File: src/rtl/gcltypes_pkg.sv
// Shared types for the GC copy controller and its execution stage:
// command encoding, command struct, and the execution-stage swap FSM states.
package gcltypes;

    localparam int A_size = 4;
    localparam int D_size = 8;
    localparam int ID_W   = 4;
    localparam int ADR_W  = 6;

    typedef enum logic [1:0] {
        NOP  = 2'd0,
        WRA  = 2'd1,
        RDA  = 2'd2,
        CPAB = 2'd3
    } gclcmd_t;

    // Address fields are wider than A_size; only the low A_size bits are used.
    typedef struct packed {
        logic [ID_W-1:0]   id;
        gclcmd_t           cmd;
        logic [ADR_W-1:0]  adr1;
        logic [ADR_W-1:0]  adr2;
        logic [D_size-1:0] data;
        logic [D_size-1:0] datachk;
    } gclop_t;

    typedef enum logic [1:0] {
        RUN   = 2'd0,
        DRAIN = 2'd1,
        SWAP  = 2'd2
    } gclexec_state_t;

    function automatic logic is_read(input gclcmd_t c);
        return (c == RDA) || (c == CPAB);
    endfunction

endpackage

File: src/rtl/gcl_exec_m_sram.sv
// Single-port synchronous RAM, 2**A_size x D_size, registered read.
// A write cycle leaves the read register unchanged.
module gcl_sram_m
    import gcltypes::*;
(
    input  logic              clk,
    input  logic              i_we,
    input  logic [A_size-1:0] i_addr,
    input  logic [D_size-1:0] i_wdata,
    output logic [D_size-1:0] o_rdata
);

    logic [D_size-1:0] r_mem [2**A_size];
    logic [D_size-1:0] r_q;

    always_ff @(posedge clk) begin
        if (i_we) begin
            r_mem[i_addr] <= i_wdata;
        end else begin
            r_q <= r_mem[i_addr];
        end
    end

    assign o_rdata = r_q;

endmodule

File: src/rtl/gcl_exec_m.sv
// GC copy execution stage: S1 command register, S2 RAM-A access, response at S2 output.
// Semispace roles swap after a drain; the controller always reads A and writes B.
module gcl_exec_m
    import gcltypes::*;
#(
    parameter int CNT_W = 32,
    parameter int ERR_W = 16
) (
    input  logic              clk,
    input  logic              reset_n,
    input  gclop_t            gclop_in,
    output logic              in_ready,
    input  logic              swap_req,
    output logic              swap_done,
    output logic              space_sel,
    output logic              rsp_valid,
    output logic [ID_W-1:0]   rsp_id,
    output logic [D_size-1:0] rsp_data,
    output logic              rsp_err,
    output logic [CNT_W-1:0]  words_copied,
    output logic [ERR_W-1:0]  err_count,
    output logic              busy,
    output logic              ovf,
    output gclexec_state_t    dbg_state
);

    // Handshake: a command is taken at a rising edge where in_ready=1; a non-NOP
    // command offered while in_ready=0 is dropped and latches ovf.

    gclexec_state_t r_state, w_state_nxt;
    logic           w_toggle;
    logic           r_live;
    logic           r_space_sel;
    logic           r_ovf;

    logic              r_s1_vld;
    logic [ID_W-1:0]   r_s1_id;
    gclcmd_t           r_s1_cmd;
    logic [A_size-1:0] r_s1_adr1;
    logic [A_size-1:0] r_s1_adr2;
    logic [D_size-1:0] r_s1_data;
    logic [D_size-1:0] r_s1_chk;

    logic              r_s2_vld;
    logic [ID_W-1:0]   r_s2_id;
    gclcmd_t           r_s2_cmd;
    logic [A_size-1:0] r_s2_adr2;
    logic [D_size-1:0] r_s2_chk;

    logic              r_rsp_vld;
    logic [ID_W-1:0]   r_rsp_id;
    logic [D_size-1:0] r_rsp_data;
    logic              r_rsp_err;
    logic [CNT_W-1:0]  r_words;
    logic [ERR_W-1:0]  r_errs;

    logic              w_a_we, w_b_we;
    logic [A_size-1:0] w_a_addr, w_b_addr;
    logic [D_size-1:0] w_a_wdata, w_a_rdata;
    logic [D_size-1:0] w_q0, w_q1;
    logic              w_chk_en, w_err;
    logic              w_unused;

    assign w_unused = ^{gclop_in.adr1[ADR_W-1:A_size], gclop_in.adr2[ADR_W-1:A_size]};

    assign in_ready = r_live && (r_state == RUN);

    always_comb begin
        w_state_nxt = r_state;
        w_toggle    = 1'b0;
        case (r_state)
            RUN:     if (swap_req) w_state_nxt = DRAIN;
            DRAIN: begin
                if (!r_s1_vld && !r_s2_vld) begin
                    w_state_nxt = SWAP;
                    w_toggle    = 1'b1;
                end
            end
            SWAP:    w_state_nxt = RUN;
            default: w_state_nxt = RUN;
        endcase
    end

    always_ff @(posedge clk or negedge reset_n) begin
        if (!reset_n) begin
            r_state     <= RUN;
            r_live      <= 1'b0;
            r_space_sel <= 1'b0;
            r_ovf       <= 1'b0;
        end else begin
            r_state <= w_state_nxt;
            r_live  <= 1'b1;
            if (w_toggle) r_space_sel <= ~r_space_sel;
            if (gclop_in.cmd != NOP && !in_ready) r_ovf <= 1'b1;
        end
    end

    always_ff @(posedge clk or negedge reset_n) begin
        if (!reset_n) begin
            r_s1_vld  <= 1'b0;
            r_s1_id   <= '0;
            r_s1_cmd  <= NOP;
            r_s1_adr1 <= '0;
            r_s1_adr2 <= '0;
            r_s1_data <= '0;
            r_s1_chk  <= '0;
            r_s2_vld  <= 1'b0;
            r_s2_id   <= '0;
            r_s2_cmd  <= NOP;
            r_s2_adr2 <= '0;
            r_s2_chk  <= '0;
        end else begin
            if (in_ready) begin
                r_s1_vld  <= (gclop_in.cmd != NOP);
                r_s1_id   <= gclop_in.id;
                r_s1_cmd  <= gclop_in.cmd;
                r_s1_adr1 <= gclop_in.adr1[A_size-1:0];
                r_s1_adr2 <= gclop_in.adr2[A_size-1:0];
                r_s1_data <= gclop_in.data;
                r_s1_chk  <= gclop_in.datachk;
            end else begin
                r_s1_vld <= 1'b0;
            end
            r_s2_vld  <= r_s1_vld;
            r_s2_id   <= r_s1_id;
            r_s2_cmd  <= r_s1_cmd;
            r_s2_adr2 <= r_s1_adr2;
            r_s2_chk  <= r_s1_chk;
        end
    end

    // A port serves S1 (WRA write or read into S2), B port takes the CPAB write from S2.
    assign w_a_we    = r_s1_vld && (r_s1_cmd == WRA);
    assign w_a_addr  = r_s1_adr1;
    assign w_a_wdata = r_s1_data;
    assign w_b_we    = r_s2_vld && (r_s2_cmd == CPAB);
    assign w_b_addr  = r_s2_adr2;
    assign w_a_rdata = r_space_sel ? w_q1 : w_q0;

    gcl_sram_m u_ram0 (
        .clk     (clk),
        .i_we    (r_space_sel ? w_b_we : w_a_we),
        .i_addr  (r_space_sel ? w_b_addr : w_a_addr),
        .i_wdata (r_space_sel ? w_a_rdata : w_a_wdata),
        .o_rdata (w_q0)
    );

    gcl_sram_m u_ram1 (
        .clk     (clk),
        .i_we    (r_space_sel ? w_a_we : w_b_we),
        .i_addr  (r_space_sel ? w_a_addr : w_b_addr),
        .i_wdata (r_space_sel ? w_a_wdata : w_a_rdata),
        .o_rdata (w_q1)
    );

    // A datachk with any X/Z bit disables the compare in simulation only.
`ifdef SYNTHESIS
    assign w_chk_en = 1'b1;
`else
    assign w_chk_en = !$isunknown(r_s2_chk);
`endif

    assign w_err = r_s2_vld && is_read(r_s2_cmd) && w_chk_en && (r_s2_chk != w_a_rdata);

    always_ff @(posedge clk or negedge reset_n) begin
        if (!reset_n) begin
            r_rsp_vld  <= 1'b0;
            r_rsp_id   <= '0;
            r_rsp_data <= '0;
            r_rsp_err  <= 1'b0;
            r_words    <= '0;
            r_errs     <= '0;
        end else begin
            r_rsp_vld  <= r_s2_vld;
            r_rsp_id   <= r_s2_vld ? r_s2_id : '0;
            r_rsp_data <= (r_s2_vld && is_read(r_s2_cmd)) ? w_a_rdata : '0;
            r_rsp_err  <= w_err;
            if (w_b_we) r_words <= r_words + CNT_W'(1);
            if (w_err && (r_errs != '1)) r_errs <= r_errs + ERR_W'(1);
        end
    end

    assign swap_done    = (r_state == SWAP);
    assign space_sel    = r_space_sel;
    assign rsp_valid    = r_rsp_vld;
    assign rsp_id       = r_rsp_id;
    assign rsp_data     = r_rsp_data;
    assign rsp_err      = r_rsp_err;
    assign words_copied = r_words;
    assign err_count    = r_errs;
    assign busy         = r_s1_vld || r_s2_vld || (r_state != RUN);
    assign ovf          = r_ovf;
    assign dbg_state    = r_state;

endmodule

File: config.mk
export PLATFORM = sky130hd
export DESIGN_NAME = gcl_exec_m
export DESIGN_NICKNAME = d
export VERILOG_FILES = /design/src/rtl/gcltypes_pkg.sv /design/src/rtl/gcl_exec_m_sram.sv /design/src/rtl/gcl_exec_m.sv
export SDC_FILE = /design/constraint.sdc
export NUM_CORES = 1
export LEC_CHECK = 0
export CORE_MARGIN = 4
export CORE_UTILIZATION = 45
export CTS_BUF_LIST = sky130_fd_sc_hd__clkbuf_8
export DETAILED_ROUTE_END_ITERATION = 8
export MAX_ROUTING_LAYER = met4
export PLACE_DENSITY_LB_ADDON = 0.12
export SETUP_SLACK_MARGIN = 0.2
export SYNTH_ARGS = -nofsm -noshare
export SYNTH_HDL_FRONTEND = slang
export SYNTH_SLANG_ARGS = --single-unit
File: constraint.sdc
create_clock -name clk -period 7.65 [get_ports clk]
set_input_delay 0.765 -clock clk [delete_from_list [all_inputs] [get_ports clk]]
set_output_delay 0.765 -clock clk [all_outputs]
set_load 0.05 [all_outputs]
==> Word level (Yosys, flattened, before mapping) <==
Memories as Yosys holds them, arrays and structs flattened. A register that Yosys moved wholly into a read port is not among the register bits.
Index checks and enable logic that the tools add are counted.
W data, S select, Z words.
{ "word_totals": {"register_bits": 117, "ramBits": 256, "input_bits": 37, "output_inout_bits": 69, "word_cells": 75, "memories": 2} }
{ "classes": {"add_sub_neg": 2, "n_eq_ne": 9, "mux": 19, "n_bitwise": 1, "n_reduce_logical": 20} }
{ "memory_table": {"columns": ["memory", "depth", "word_bits", "rd", "rd_ports_with_merged_regs", "wr", "line", "text"], "rows": [
  ["u_ram0.r_mem", 16, 8, 1, 1, 1, "gcl_exec_m_sram.sv:13", "logic [D_size-1:0] r_mem [2**A_size];"],
  ["u_ram1.r_mem", 16, 8, 1, 1, 1, "gcl_exec_m_sram.sv:13", null]
]} }
{ "ops": {"columns": ["cell", "count"], "rows": [
  ["$add A32 B1 Y32 const B", 1],
  ["$mux W8", 4],
  ["$add A16 B1 Y16 const B", 1],
  ["$ne A16 B16 Y1 const B", 1],
  ["$mux W4", 3],
  ["$mux W1", 9],
  ["$logic_and A1 B1 Y1", 8],
  ["$ne A8 B8 Y1", 1],
  ["$eq A2 B2 Y1 const B", 3],
  ["$logic_not A1 Y1", 5],
  ["$eq A2 B1 Y1 const B", 2],
  ["$mux W2", 2],
  ["$ne A2 B2 Y1 const B", 2],
  ["$pmux W2 S2", 1],
  ["$reduce_bool A2 Y1", 2],
  ["$logic_or A1 B1 Y1", 3],
  ["$logic_not A2 Y1", 1],
  ["$reduce_and A2 Y1", 1],
  ["$not A1 Y1", 1]
]} }

==> Logic depth before layout (Yosys ltp) <==
{ "logic_depth": {"ltp_word": 5, "depth_mapped": 9, "ltp_nobuf": 6} }

==> Hierarchy <==
From an unflattened synthesis, not the netlist that was laid out.
{ "unflattened": {"hier_cells": 834, "hier_area_um2": 15220.8} }
{ "modules_own_cells": {"columns": ["mod", "n_inst", "cells_each", "area_each_um2", "seq_area_each_um2"], "rows": [
  ["gcl_sram_m", 2, 231, 5148.7, 4083.9],
  ["gcl_exec_m", 1, 372, 4923.5, 2927.8]
]} }

==> Least setup slack after synthesis <==
OpenSTA, ideal clock, no wires.
{ "synth_timing": {"path_kind": "reg-to-reg", "from": "register r_space_sel, in the netlist space_sel", "to": "memory u_ram0.r_mem[15][0] (enable)", "t_arrival_ps": 2424, "required_time_ps": 7280, "slack_ps": 4856, "path_stages_with_launch": 7, "n_path_buf": 3, "synth_period_minus_slack_ps": 2794, "path_cell_list": "dfrtp_1 -> buf_6 -> buf_6 -> clkbuf_1 -> a21oi_1 -> or3_1 -> nor2_1"} }
{ "synth_between": {"elab_chain_cells": 3, "elab_cells_between_ends": 4, "classes_between": "mux (4)"} }
{ "synth_rtl": {"columns": ["item", "line", "text"], "rows": [
  ["from (decl)", "gcl_exec_m.sv:33", "logic r_space_sel;"],
  ["from (signal assigned)", "gcl_exec_m.sv:93", "if (w_toggle) r_space_sel <= ~r_space_sel;"],
  ["$mux W1", "gcl_exec_m.sv:142", ".i_we (r_space_sel ? w_b_we : w_a_we),"],
  ["$mux W1", "gcl_exec_m_sram.sv:17", "if (i_we) begin"],
  ["$mux W1 (not written as such)", "gcl_exec_m_sram.sv:18", "r_mem[i_addr] <= i_wdata;"],
  ["to (decl)", "gcl_exec_m_sram.sv:13", null]
]} }
Parallel ways exist; a longest one is shown, timed or not.

==> Worst setup path in the final report <==
{ "layout_timing": {"from": "register r_state[0], in the netlist dbg_state[0]", "to": "output port in_ready"} }
{ "layout_between": {"elab_chain_cells": 2} }
{ "layout_rtl": {"columns": ["item", "line", "text"], "rows": [
  ["from (decl)", "gcl_exec_m.sv:30", "gclexec_state_t r_state, w_state_nxt;"],
  ["from (signal assigned)", "gcl_exec_m.sv:91", "r_state <= w_state_nxt;"],
  ["$logic_not A2 Y1", "gcl_exec_m.sv:66", "assign in_ready = r_live && (r_state == RUN);"],
  ["$logic_and A1 B1 Y1", "gcl_exec_m.sv:66", null],
  ["to (decl)", "gcl_exec_m.sv:12", "output logic in_ready,"]
]} }
Every way passes these cells.

==> impl_metrics.json <==
{
  "outcome": "finished clean",
  "initial_utilization_pct": 45.6,
  "drt_pass1_iterations": 5,
  "wl_met2_mm": 15.5,
  "finalHoldViolations": 0,
  "grt-ovfl-total": 0,
  "wl_met3_mm": 2.02,
  "layout.nets": 1034,
  "hold_path.class": "input pin to async pin",
  "avgSynthCellArea_um2": 17.9,
  "synth-edff-count": 272,
  "vias": 7890,
  "h-tree-depth": 2,
  "fin_util_pct": 53.5,
  "clockBufferDepth": 3,
  "wl_mm": 31.8,
  "routed.top_layer": "met4",
  "root_buffer": "clkbuf_8",
  "synth-seq-cells": 389,
  "synth_top_cell_by_area": "edfxtp_1",
  "final.setup.worst_slack_ns": 4.02,
  "fp-row-count": 67,
  "end_kind": "primary output",
  "powerDensity_nw_per_um2": 399,
  "cellLeakagePower_nw": 6.45,
  "avgRoutedWirePerCell_um": 21.4,
  "maxCapViolCount": 0,
  "maxSlewViolCount": 0,
  "multi_input_area_um2": 4010,
  "drc_errors": 0,
  "drtIter0Drc": 560,
  "gpl.final_weighted_congestion": 0.802,
  "yosys_warnings": 0,
  "dp_slack_ns": 4.35,
  "syn_inst": 850,
  "dieArea_um2": 36900,
  "skew_ns": 0.0166,
  "dp.cells": 1381,
  "async_reset_ff_share_pct": 30.1,
  "finalSetupTns_ns": 0,
  "io_buffers": 101,
  "layout-drive-gt1-share_pct": 19.6,
  "fill_cells": 2693,
  "min_period_ns": 3.63,
  "cpMaxStageDelayCell": "clkdlybuf4s50_1",
  "ff2ff_path_depth": 6,
  "via_per_inst": 5.30,
  "m1WireLength_mm": 13.9,
  "synth_area_um2": 15200,
  "ant_nets": 0,
  "critical_path_class": "flop to primary output",
  "fin_hold_ws_ns": 0.182,
  "grt_pass1_wl_mm": 48.3,
  "cts_sinks": 389,
  "cts_buffers": 60,
  "antenna_found_initial": 0,
  "dpl_cell_area_um2": 16700,
  "ys_seq_area_share_pct": 72.8,
  "cts_tree": "yes",
  "ys_types": 37,
  "rsz0062_at_grt": "no",
  "post_cts_buffers": 0,
  "layout.area.seq_um2": 11100,
  "path_cells": "nor2_1 > and2_2 > clkdlybuf4s50_1",
  "ys_top_cells_by_area": "edfxtp_1 54%, dfrtp_1 19%, mux4_2 8.9%",
  "grtUsageTotal_pct": 17.8,
  "crit_fanout": 33,
  "fin_area_um2": 17900,
  "setup_violations": 0,
  "ir_drop_v": 0.000274,
  "start_kind": "flop",
  "fin_crit_sh_pct": 47.4,
  "worstMarginPinSlew_ns": 0.913,
  "die_h_um": 192,
  "core_area_um2": 33400,
  "critPathMaxStageDelay_ns": 0.95,
  "clock_latency_ns": 0.59,
  "rr_endpoint": "u_ram0.o_rdata[1]",
  "grt_max_degree": 75,
  "io_pins": 106,
  "r2r_start": "space_sel",
  "synth.net_count": 889,
  "worstPathRequired_ns": 6.88,
  "totalPowerFinal_mw": 7.14,
  "synth_top_area_share_pct": 53.6,
  "max_freq_mhz": 276,
  "die_w_um": 192,
  "arrival_ns": 2.86,
  "slew-limit-headroom_pct": 38.9,
  "path_clk_slew_ns": 0.06,
  "hold_buffers": 0,
  "dp_hpwl_mm": 20.3,
  "synth_flop_cell": "edfxtp_1",
  "n_antenna_cell": 0,
  "reg2reg_setup_slack_ns": 4.43,
  "stdcell_count": 1489,
  "ctsResizeCount": 0,
  "grt_pass1_vias": 8005,
  "syn_to_final_growth_pct": 17.4
}
where the power goes:
group          leakage, nW  total (mW)  internal (mW)  switching (mW)
logic                 1.78        2.44          0.954            1.49
registers             3.98        3.06           2.88           0.180
clock network        0.691        1.64          0.881           0.761
worst max-delay path by stage:
stage / end / start
2_1_floorplan: u_ram0.r_mem[15][0] / space_sel
3_3_place_gp: u_ram1.o_rdata[1] / space_sel
3_5_place_dp: u_ram0.r_mem[8][5] / space_sel
4_1_cts: in_ready / dbg_state[0]
5_1_grt: in_ready / dbg_state[0]
6_report: in_ready / dbg_state[0]
area by class of cell:
type	instances	area share, %
Sequential cell	389	62.0
Multi-Input combinational cell	434	22.4
Timing Repair Buffer	109	5.97
Clock buffer	69	5.31
Tap cell	448	3.13
Clock inverter	39	1.16
Inverter	1	0.0210
logic make-up after synthesis:
logic type	count (synthesis)	synth area share (%)
adders and majority gates	2	0.164
muxes	131	14.5
and+or+nand+nor	209	6.47
other	1	0.0246
AOI/OAI and AO/OA	36	1.74
xor gates and xnor gates	55	3.16
buffers and inverters	27	1.12
DFF	389	72.8
cells in the mapped netlist, types with 2 or more instances:
master,n
a21oi_1,2
a22oi_1,32
and2_1,9
and3_1,13
and4_1,3
buf_2,7
buf_4,2
buf_6,7
clkbuf_1,10
dfrtp_1,117
edfxtp_1,272
ha_1,2
mux2_2,50
mux2i_1,11
mux2i_2,5
mux4_1,4
mux4_2,60
nand2_1,52
nand3_1,20
nand3b_1,2
nand4_1,16
nor2_1,77
nor2b_1,3
nor3_1,2
nor4_1,2
nor4_2,2
or3_1,5
xnor2_1,41
xor2_1,14
state kept, by name (all words and copies together) (netlist names), 4 cells and up:
register / count
r_s1_adr1: 4
r_s2_chk: 8
u_ram0.o_rdata: 8
rsp_data: 8
rsp_id: 4
r_s1_adr2: 4
r_s1_chk: 8
u_ram0.r_mem: 128
u_ram1.r_mem: 128
u_ram1.o_rdata: 8
r_s1_id: 4
r_s2_id: 4
err_count: 16
r_s1_data: 8
words_copied: 32
r_s2_adr2: 4
layout by cell type, fill, tap and decap left out, types with 16 or more instances in the layout:
cell type and n:
nor2_1 77, mux2_2 50, mux4_2 60, nand3_1 20, nand2_1 52, clkdlybuf4s50_1 100
a22oi_1 32, dfrtp_1 116, clkbuf_8 69, xnor2_1 41, nand4_1 16, edfxtp_1 272
inv_1 30
per-layer routing:
| layer | up-vias | GRT usage (%) |
|---|---|---|
| li1 | 3582 | - |
| met3 | 40 | 3.33 |
| met1 | 4027 | 24.7 |
| met5 | - | - |
| met4 | 0 | 3.81 |
| met2 | 241 | 27.9 |
critical path: cells and delay by family (launching register included):
family                 cells  cell delay [ns]
buffers and inverters      1             0.95
AND/OR/NAND/NOR            2             0.90
flip-flops                 1             0.43
Note: power is estimated with default switching activity, not from simulation.
